[src/rtl/adc_pkt_pkg.sv]
// Shared types and constants for the ADC Avalon-ST packetizer.
package adc_pkt_pkg;
    localparam int WORDS_PER_BEAT = 16;
    localparam int BEAT_W         = 512;
    localparam int EMPTY_W        = 6;

    typedef enum logic [1:0] {IDLE, ARMED, ACQ, DRAIN} acq_state_t;

    typedef struct packed {
        logic [BEAT_W-1:0]  data;
        logic               sop;
        logic               eop;
        logic [EMPTY_W-1:0] empty;
    } beat_t;

    // Unused bytes of a beat holding k (1..15) words.
    function automatic logic [EMPTY_W-1:0] pad_empty(input logic [3:0] k);
        logic [EMPTY_W:0] v;
        v = 7'd64 - {1'b0, k, 2'b00};
        return v[EMPTY_W-1:0];
    endfunction
endpackage

[src/rtl/adc_st_out_stage.sv]
// Tail beat register plus registered Avalon-ST output with valid/ready handshake.
module adc_st_out_stage
    import adc_pkt_pkg::*;
(
    input  logic  i_clk,
    input  logic  i_reset,
    input  logic  i_load,
    input  beat_t i_load_beat,
    input  logic  i_set_eop,
    input  logic  i_release,
    input  logic  i_st_ready,
    output logic  o_tail_valid,
    output logic  o_tail_free,
    output logic  o_out_valid,
    output beat_t o_out_beat,
    output logic  o_eop_accept
);
    logic  r_tail_v;
    logic  r_out_v;
    beat_t r_tail;
    beat_t r_out;
    logic  w_move;

    // A non-eop tail beat is held back until the next beat has started, so an
    // abort can still mark it as the end of the packet.
    assign w_move = r_tail_v && (r_tail.eop || i_release) && (!r_out_v || i_st_ready);

    always_ff @(posedge i_clk) begin
        if (i_reset) begin
            r_tail_v <= 1'b0;
            r_tail   <= '0;
            r_out_v  <= 1'b0;
            r_out    <= '0;
        end else begin
            if (w_move) begin
                r_out   <= r_tail;
                r_out_v <= 1'b1;
            end else if (i_st_ready) begin
                r_out_v <= 1'b0;
            end
            if (i_load) begin
                r_tail   <= i_load_beat;
                r_tail_v <= 1'b1;
            end else if (w_move) begin
                r_tail_v <= 1'b0;
            end else if (i_set_eop) begin
                r_tail.eop   <= 1'b1;
                r_tail.empty <= '0;
            end
        end
    end

    assign o_tail_valid = r_tail_v;
    assign o_tail_free  = !r_tail_v || w_move;
    assign o_out_valid  = r_out_v;
    assign o_out_beat   = r_out;
    assign o_eop_accept = r_out_v && i_st_ready && r_out.eop;
endmodule

[src/rtl/adc_st_packetizer.sv]
// Acquisition FSM, 32-bit word packer and packet framing for the 512-bit ADC ST sink.
module adc_st_packetizer
    import adc_pkt_pkg::*;
#(
    parameter int WORD_W   = 32,
    parameter int NBEATS_W = 16
) (
    input  logic                i_clk,
    input  logic                i_reset,
    input  logic                i_arm,
    input  logic                i_cont,
    input  logic                i_sw_trig,
    input  logic                i_ext_trig,
    input  logic                i_abort,
    input  logic [NBEATS_W-1:0] i_nbeats,
    input  logic [WORD_W-1:0]   i_smp_data,
    input  logic                i_smp_valid,
    output logic [BEAT_W-1:0]   o_st_data,
    output logic                o_st_valid,
    input  logic                i_st_ready,
    output logic                o_st_sop,
    output logic                o_st_eop,
    output logic [EMPTY_W-1:0]  o_st_empty,
    output logic                o_busy,
    output logic                o_overflow,
    output logic [15:0]         o_pkt_count
);
    acq_state_t r_state;
    acq_state_t w_state_nx;
    logic [WORD_W*(WORDS_PER_BEAT-1)-1:0] r_pack;
    logic [3:0]          r_cnt;
    logic [NBEATS_W-1:0] r_beat;
    logic [NBEATS_W-1:0] r_last_idx;
    logic                r_ext_q;
    logic                r_pad_pend;
    logic                r_overflow;
    logic [15:0]         r_pkt_count;

    logic w_trig, w_word, w_full, w_abort_acq, w_form_full, w_form_pad;
    logic w_ovf, w_set_eop, w_is_last, w_start;
    logic w_tail_valid, w_tail_free, w_out_valid, w_eop_accept;
    logic [BEAT_W-1:0] w_pad_data;
    beat_t w_load_beat;
    beat_t w_out_beat;

    assign w_trig      = i_sw_trig || (i_ext_trig && !r_ext_q);
    assign w_start     = (r_state == ARMED) && !i_abort && w_trig;
    assign w_word      = (r_state == ACQ) && i_smp_valid && !i_abort;
    assign w_full      = w_word && (r_cnt == 4'd15);
    assign w_abort_acq = (r_state == ACQ) && i_abort;
    assign w_form_full = w_full && w_tail_free;
    assign w_ovf       = w_full && !w_tail_free;
    assign w_form_pad  = (w_abort_acq || r_pad_pend) && (r_cnt != 4'd0) && w_tail_free;
    assign w_set_eop   = w_abort_acq && (r_cnt == 4'd0) && w_tail_valid;
    assign w_is_last   = (r_beat == r_last_idx);

    // Newest word sits at the LSB end of r_pack; shifting by 32*(15-k) puts the
    // oldest word at the beat MSBs and zero-fills the rest.
    assign w_pad_data = {r_pack, {WORD_W{1'b0}}} << {~r_cnt, 5'b00000};

    always_comb begin
        w_load_beat.data  = w_form_pad ? w_pad_data : {r_pack, i_smp_data};
        w_load_beat.sop   = (r_beat == '0);
        w_load_beat.eop   = w_form_pad || w_is_last;
        w_load_beat.empty = w_form_pad ? pad_empty(r_cnt) : '0;
    end

    always_comb begin
        w_state_nx = r_state;
        case (r_state)
            IDLE:  if (i_arm) w_state_nx = ARMED;
            ARMED: begin
                if (i_abort)     w_state_nx = IDLE;
                else if (w_trig) w_state_nx = ACQ;
            end
            ACQ: begin
                if (i_abort)
                    w_state_nx = (r_cnt == 4'd0 && !w_tail_valid) ? IDLE : DRAIN;
                else if (w_form_full && w_is_last)
                    w_state_nx = DRAIN;
            end
            DRAIN: begin
                if (!r_pad_pend && !w_tail_valid && !w_out_valid)
                    w_state_nx = i_cont ? ARMED : IDLE;
            end
            default: w_state_nx = IDLE;
        endcase
    end

    always_ff @(posedge i_clk) begin
        if (i_reset) begin
            r_state     <= IDLE;
            r_pack      <= '0;
            r_cnt       <= '0;
            r_beat      <= '0;
            r_last_idx  <= '0;
            r_ext_q     <= 1'b0;
            r_pad_pend  <= 1'b0;
            r_overflow  <= 1'b0;
            r_pkt_count <= '0;
        end else begin
            r_state <= w_state_nx;
            r_ext_q <= i_ext_trig;
            if (w_start) begin
                r_beat     <= '0;
                r_last_idx <= (i_nbeats == '0) ? '0 : i_nbeats - NBEATS_W'(1);
            end else if (w_form_full) begin
                r_beat <= r_beat + NBEATS_W'(1);
            end
            if (w_form_full || w_form_pad) begin
                r_cnt <= '0;
            end else if (w_word && !w_full) begin
                r_pack <= {r_pack[WORD_W*(WORDS_PER_BEAT-2)-1:0], i_smp_data};
                r_cnt  <= r_cnt + 4'd1;
            end
            if (w_form_pad)
                r_pad_pend <= 1'b0;
            else if (w_abort_acq && r_cnt != 4'd0)
                r_pad_pend <= 1'b1;
            if (r_state == IDLE && i_arm)
                r_overflow <= 1'b0;
            else if (w_ovf)
                r_overflow <= 1'b1;
            if (w_eop_accept)
                r_pkt_count <= r_pkt_count + 16'd1;
        end
    end

    adc_st_out_stage u_out (
        .i_clk        (i_clk),
        .i_reset      (i_reset),
        .i_load       (w_form_full || w_form_pad),
        .i_load_beat  (w_load_beat),
        .i_set_eop    (w_set_eop),
        .i_release    (r_cnt != 4'd0),
        .i_st_ready   (i_st_ready),
        .o_tail_valid (w_tail_valid),
        .o_tail_free  (w_tail_free),
        .o_out_valid  (w_out_valid),
        .o_out_beat   (w_out_beat),
        .o_eop_accept (w_eop_accept)
    );

    assign o_st_data   = w_out_beat.data;
    assign o_st_sop    = w_out_beat.sop;
    assign o_st_eop    = w_out_beat.eop;
    assign o_st_empty  = w_out_beat.empty;
    assign o_st_valid  = w_out_valid;
    assign o_busy      = (r_state != IDLE) || w_tail_valid || w_out_valid;
    assign o_overflow  = r_overflow;
    assign o_pkt_count = r_pkt_count;
endmodule

[config.mk]
export PLATFORM = sky130hd
export DESIGN_NAME = adc_st_packetizer
export DESIGN_NICKNAME = d
export VERILOG_FILES = /design/src/rtl/adc_pkt_pkg.sv /design/src/rtl/adc_st_out_stage.sv /design/src/rtl/adc_st_packetizer.sv
export SDC_FILE = /design/constraint.sdc
export NUM_CORES = 2
export LEC_CHECK = 0
export ABC_CLOCK_PERIOD_IN_PS = 2800
export CAP_MARGIN = 20
export CORE_ASPECT_RATIO = 1.75
export CORE_MARGIN = 2
export CORE_UTILIZATION = 53
export CTS_CLUSTER_DIAMETER = 150
export DETAILED_ROUTE_END_ITERATION = 8
export GPL_TIMING_DRIVEN = 0
export PLACE_DENSITY = 0.77
export SYNTH_ARGS = -nofsm -noshare
export SYNTH_HDL_FRONTEND = slang
export SYNTH_SLANG_ARGS = --single-unit
export TNS_END_PERCENT = 1
[constraint.sdc]
create_clock -name i_clk -period 2.8 [get_ports i_clk]
set_input_delay 0.84 -clock i_clk [delete_from_list [all_inputs] [get_ports i_clk]]
set_output_delay 0.84 -clock i_clk [all_outputs]
set_load 0.05 [all_outputs]
==> out/results.ini, run 1 <==
[synthesis]
synth_cell_types = 68
yosys.area_share.xor_xnor_pct = 0.757
synth.mux.area_fraction_pct = 16.4
post_synth_and_or_nand_nor_area_fraction_pct = 18.9
synth.most_common_cell = sky130_fd_sc_hd__nand2_1
number_of_enable_type_register_cells_in_the_synthesized_netlist = 0
seq_area_frac_synth_pct = 43.3
synth_area_per_cell_um2 = 8.37
synthTopCellsByCount = sky130_fd_sc_hd__nand2_1, sky130_fd_sc_hd__dfxtp_1, sky130_fd_sc_hd__a21oi_1, sky130_fd_sc_hd__clkbuf_1, sky130_fd_sc_hd__mux2i_1
synth.top_cells.by_area = sky130_fd_sc_hd__dfxtp_1, sky130_fd_sc_hd__nand2_1, sky130_fd_sc_hd__a21oi_1
synthesis.instances = 8711
synthesis.yosys.warnings = 0
synth.cell_area_um2 = 72900
synth-compound-area-share_pct = 15.6
synth_top_family_by_area = simple AND/OR/NAND/NOR gates
synth.ff_latch_count = 1575
synth_largest_type_area_fraction_pct = 43.3
cell_taking_the_most_area_after_synthesis = sky130_fd_sc_hd__dfxtp_1
ys_async_sr_fraction_pct = 0
yosys.area_share.adder_pct = 0.120
yosys_most_used_dff = sky130_fd_sc_hd__dfxtp_1

[place]
io_buffers = 593
gp_routability_congestion = 1.22
dpl.hpwl_mm = 357
dpl_cell_area_um2 = 81400
placed_cells = 11200

[global_routing]
grt.overflow.total = 1262
global_route.usage.total_pct = 72.7
grt_start_max_net_pins = 17
wire_length_of_the_first_global_routing_pass_mm = 750
grt_pass1_vias = 87100

[clock_tree]
cts.root.buffer_cell = sky130_fd_sc_hd__clkbuf_16
htreeDepth = 4
cts.sinks = 1575
number_of_buffers_created_by_cts = 145
clockBufferDepth = 3
cts_hold_buf = 0

[floorplanning]
num_io_pins = 596
dieWidth_um = 284
initial_core_util_pct = 53.2
floorplan.die.height_um = 495
row_count = 180

[run_status]
outcome = stopped before the end
first-error = [ERROR GRT-0116] Global routing finished with congestion. Check the congestion regions in the DRC Viewer.
flow.stopped_at = 5_1_grt

==> per-layer routing <==
metal / GRT usage (%) / GRT overflow
met5: 20.7 / 0
met4: 74.8 / 527
met3: 50.7 / 21
met2: 93.5 / 705
met1: 72.8 / 9
==> logic make-up after synthesis <==
family          after synthesis
mux                         910
compound gates             1943
buf+inv                     835
fa+ha+maj                     7
xor+xnor                     63
flops                      1575
other cells                   1
simple gates               3377
==> what timing repair did <==
item	in CTS
setup endpoints to repair	2081
buffers inserted	13
resized for setup	768
endpoints found under the hold margin	0
gates cloned	1
pin swaps	26
==> metrics by stage <==
| step | worst slack [ns] | hold WS [ns] | TNS, ns |
|---|---|---|---|
| floorplan | 0.0244 | 0.431 | 0 |
| global placement | -3.93 | 0.440 | -3209.69 |
| CTS | -0.231 | 0.439 | -87.46 |
| detailed placement | -2.30 | 0.444 | -2726.93 |
==> run 2, diff against run 1 <==
Settings changed: ABC_CLOCK_PERIOD_IN_PS 2800 to 3640, CORE_ASPECT_RATIO 1.75 to default, CORE_UTILIZATION 53 to 40, CTS_CLUSTER_DIAMETER 150 to default, PLACE_DENSITY 0.77 to default, PLACE_DENSITY_LB_ADDON from default to 0.15.
Clock period 2.8 ns to 3.64 ns, I/O delays scaled along.
==> run 2 against run 1 <==
Compared with the run above:
- the flow now finishes, with violations (setup timing)
- synthesized cell count is the same
- area after synthesis is the same
==> out/results.ini, run 2 <==
[min_path]
min_from = u_out.r_tail[259]
hold-path-cell-count = 2
holdPathEnd = u_out.o_out_beat[259]
worstHoldPathType = reg2reg

[timing]
timing_worst_slew_pin_value_ns = 1.46
final_critical_path_required_period_ns = 3.95
maxSlewHeadroom_pct = 2.54
skew_ns = 0.0368
setup_ws_ns = -0.308
timing.final.setup_violations = 757
period_share_pct = 108
rsz0062_at_grt = true
timing.final.max_slew_violations = 0
maxClockFrequency_mhz = 253
timing.final.hold_violations = 0

[synthesis]
synth.ff_latch_count = 1575  ; unchanged
synth.cell_area_um2 = 72900  ; unchanged
ys_async_sr_fraction_pct = 0  ; unchanged
number_of_enable_type_register_cells_in_the_synthesized_netlist = 0  ; unchanged
seq_area_frac_synth_pct = 43.3  ; unchanged
synth_cell_types = 68  ; unchanged
synthesis.yosys.warnings = 0  ; unchanged
synth.top_cells.by_area = sky130_fd_sc_hd__dfxtp_1, sky130_fd_sc_hd__nand2_1, sky130_fd_sc_hd__a21oi_1
synthTopCellsByCount = sky130_fd_sc_hd__nand2_1, sky130_fd_sc_hd__dfxtp_1, sky130_fd_sc_hd__a21oi_1, sky130_fd_sc_hd__clkbuf_1, sky130_fd_sc_hd__mux2i_1
synth_area_per_cell_um2 = 8.37  ; unchanged
synth.most_common_cell = sky130_fd_sc_hd__nand2_1
cell_taking_the_most_area_after_synthesis = sky130_fd_sc_hd__dfxtp_1
synth_largest_type_area_fraction_pct = 43.3  ; unchanged
synthesis.instances = 8711  ; unchanged
yosys_most_used_dff = sky130_fd_sc_hd__dfxtp_1

[setup_path]
timing_worst_setup_path_type = reg2reg
worst-endpoint-required_ns = 4.32
end_kind = flip-flop
timing.critical_path.buf_inv = 3
critical-path-top-cell-by-count = sky130_fd_sc_hd__buf_2
timing.critical_path.from_type = flip-flop
timing.critical_path.max_delay_family = compound AO/OA/AOI/OAI gates
cp_cell_sequence = buf_2 -> buf_2 -> buf_2 -> mux2_2 -> mux2i_2 -> o21ai_0 -> a211oi_1 -> nor4_1
critPathSlowestCell = sky130_fd_sc_hd__a211oi_1
setup.reg_to_reg.worst_slack_ns = -0.31
r2r_depth = 8
crit-reg2reg-launch = r_cnt[1]
timing.critical_path.fanout_max = 10
timing.critical_path.slowest_cell_delay_ns = 0.93
r2r-end = u_out.r_tail[326]
worst_ep_arrival_time_ns = 4.63

[cells_and_area]
fin_cells = 12100
syn2layout_area_growth_pct = 22.7
final_cell_mix = sky130_fd_sc_hd__nand2_1, sky130_fd_sc_hd__dfxtp_1, sky130_fd_sc_hd__a21oi_1
final_common_cell = sky130_fd_sc_hd__nand2_1
layout-drive-gt1-share_pct = 13.8
finalNetCount = 9634
post-route-util_pct = 49.4

[clock_tree]
cts.root.buffer_cell = sky130_fd_sc_hd__clkbuf_16
clockBufferDepth = 3  ; unchanged
htreeDepth = 4  ; unchanged
cts.sinks = 1575  ; unchanged
clock_latency_ns = 0.86
clock_tree_from_tritoncts = built
number_of_buffers_created_by_cts = 175  ; +21%
clkTransAtPathRegs_ns = 0.06

[route]
route.final.wire_length_mm = 463
antenna_left = 0
first_iter_violations = 11600
vias = 76800
post-route-drc-count = 0
wl_per_cell_um = 38.2
avgViaCountPerCell = 6.34
firstDrtPassIters = 8

[global_routing]
grt_pass1_vias = 70300
antenna_found_initial = 59
grt.overflow.total = 0
grt_start_max_net_pins = 17
wire_length_of_the_first_global_routing_pass_mm = 607
global_route.usage.total_pct = 48.0

[place]
placed_cells = 11700  ; +5.3%
gp_routability_congestion = 1.15  ; -5.9%
dpl.hpwl_mm = 380  ; +6.3%
io_buffers = 593  ; unchanged

[pwr]
total_leakage_power_nw = 30.2
ir_drop_mv = 0.402
power_density_nw_per_um2 = 412
power_w = 0.0369

[floorplanning]
dieWidth_um = 431  ; +52%
die-area_um2 = 186000
num_io_pins = 596  ; unchanged
coreArea_um2 = 181000
row_count = 156  ; -13%
initial_core_util_pct = 40.3  ; -13 points
floorplan.die.height_um = 431  ; -13%

[run_status]
failed_checks = setup timing
outcome = complete, but fails checks

[job]
drv.max_cap_violation_count = 0

[run 2: cell counts after synthesis]
Identical to the previous run, type by type.
[run 2: through the flow]
| step | setup slack [ns] | setup TNS (ns) | cell area (µm²) | hold WS [ns] |
|---|---|---|---|---|
| floorplan | 0.789 | 0 | 72900 | 0.431 |
| global placement | -3.84 | -2671.31 | 81800 | 0.443 |
| detailed placement | -2.34 | -2320.15 | 82500 | 0.443 |
| CTS | -0.230 | -1.27 | 89000 | 0.431 |
| global route | -0.183 | -13.05 | 89400 | 0.458 |
| finish | -0.308 | -62.86 | 89400 | 0.438 |
[run 2: cell families (layout without fill, tap and decap cells)]
family | count (synthesis) | after routing | share of synthesized area (%)
AND/OR/NAND/NOR | 3377 | 3377 | 18.9
AO/OA/AOI/OAI | 1943 | 1943 | 15.6
flip-flops | 1575 | 1575 | 43.3
multiplexers | 910 | 910 | 16.4
buffers and inverters | 835 | 1828 | 5.04
XOR/XNOR | 63 | 63 | 0.757
adder cells (fa/ha/maj) | 7 | 7 | 0.120
other | 1 | 45 | 0.00514
[run 2: layer usage]
metal	track usage, %	routed length (µm)
met1	60.2	177000
met2	66.3	184000
met3	19.5	62600
met4	34.0	38100
met5	0	452
[run 2: report_power, final]
part	leakage, nW	switching, W	internal [W]
clock	2.89	0.00791	0.0108
combinational	14.6	0.000706	0.000201
sequential	12.7	0.00000764	0.0172
total	30.2	0.00863	0.0282
[run 2: layout make-up]
type | count | area (µm²)
timing repair buffer | 683 | 6870
antenna | 43 | 108
tap | 2370 | 2970
inverter | 14 | 52.6
sequential | 1575 | 31500
multi-input combinational | 6302 | 38100
clock buffer | 262 | 5160
clock inverter | 50 | 732
buffer | 819 | 3940
fill | 17600 | 91500
[run 2: how the worst max path moves through the flow]
| stage | from | endpoint | depth (start not counted) | slack [ns] |
|---|---|---|---|---|
| after floorplan | r_cnt[0] | r_pack[279] | 14 | 0.79 |
| after global placement | i_reset | u_out.r_tail[2] | 6 | -3.84 |
| after detailed placement | r_cnt[0] | r_pack[374] | 14 | -2.34 |
| after CTS | r_cnt[0] | u_out.r_tail[396] | 8 | -0.23 |
| after global routing | r_cnt[0] | u_out.r_tail[341] | 8 | -0.18 |
| final | r_cnt[1] | u_out.r_tail[326] | 8 | -0.31 |
[run 2: timing repair]
| action | 4_1_cts | 5_1_grt |
|---|---|---|
| pin swaps | 2 | 13 |
| hold buffers | 0 | 0 |
| buffers inserted | 2 | 0 |
| setup endpoints to repair | 1544 | 760 |
| gates cloned | 0 | 0 |
| gates resized for setup | 183 | 66 |
[run 2: worst register-to-register path, delay by kind of cell (launching register included)]
family	cells	cell delay [ns]
AO/OA/AOI/OAI	2	1.15
flip-flops	1	0.35
multiplexers	2	1.00
AND/OR/NAND/NOR	1	0.13
buffers and inverters	3	1.14
Power figures use the tool's default switching activity.
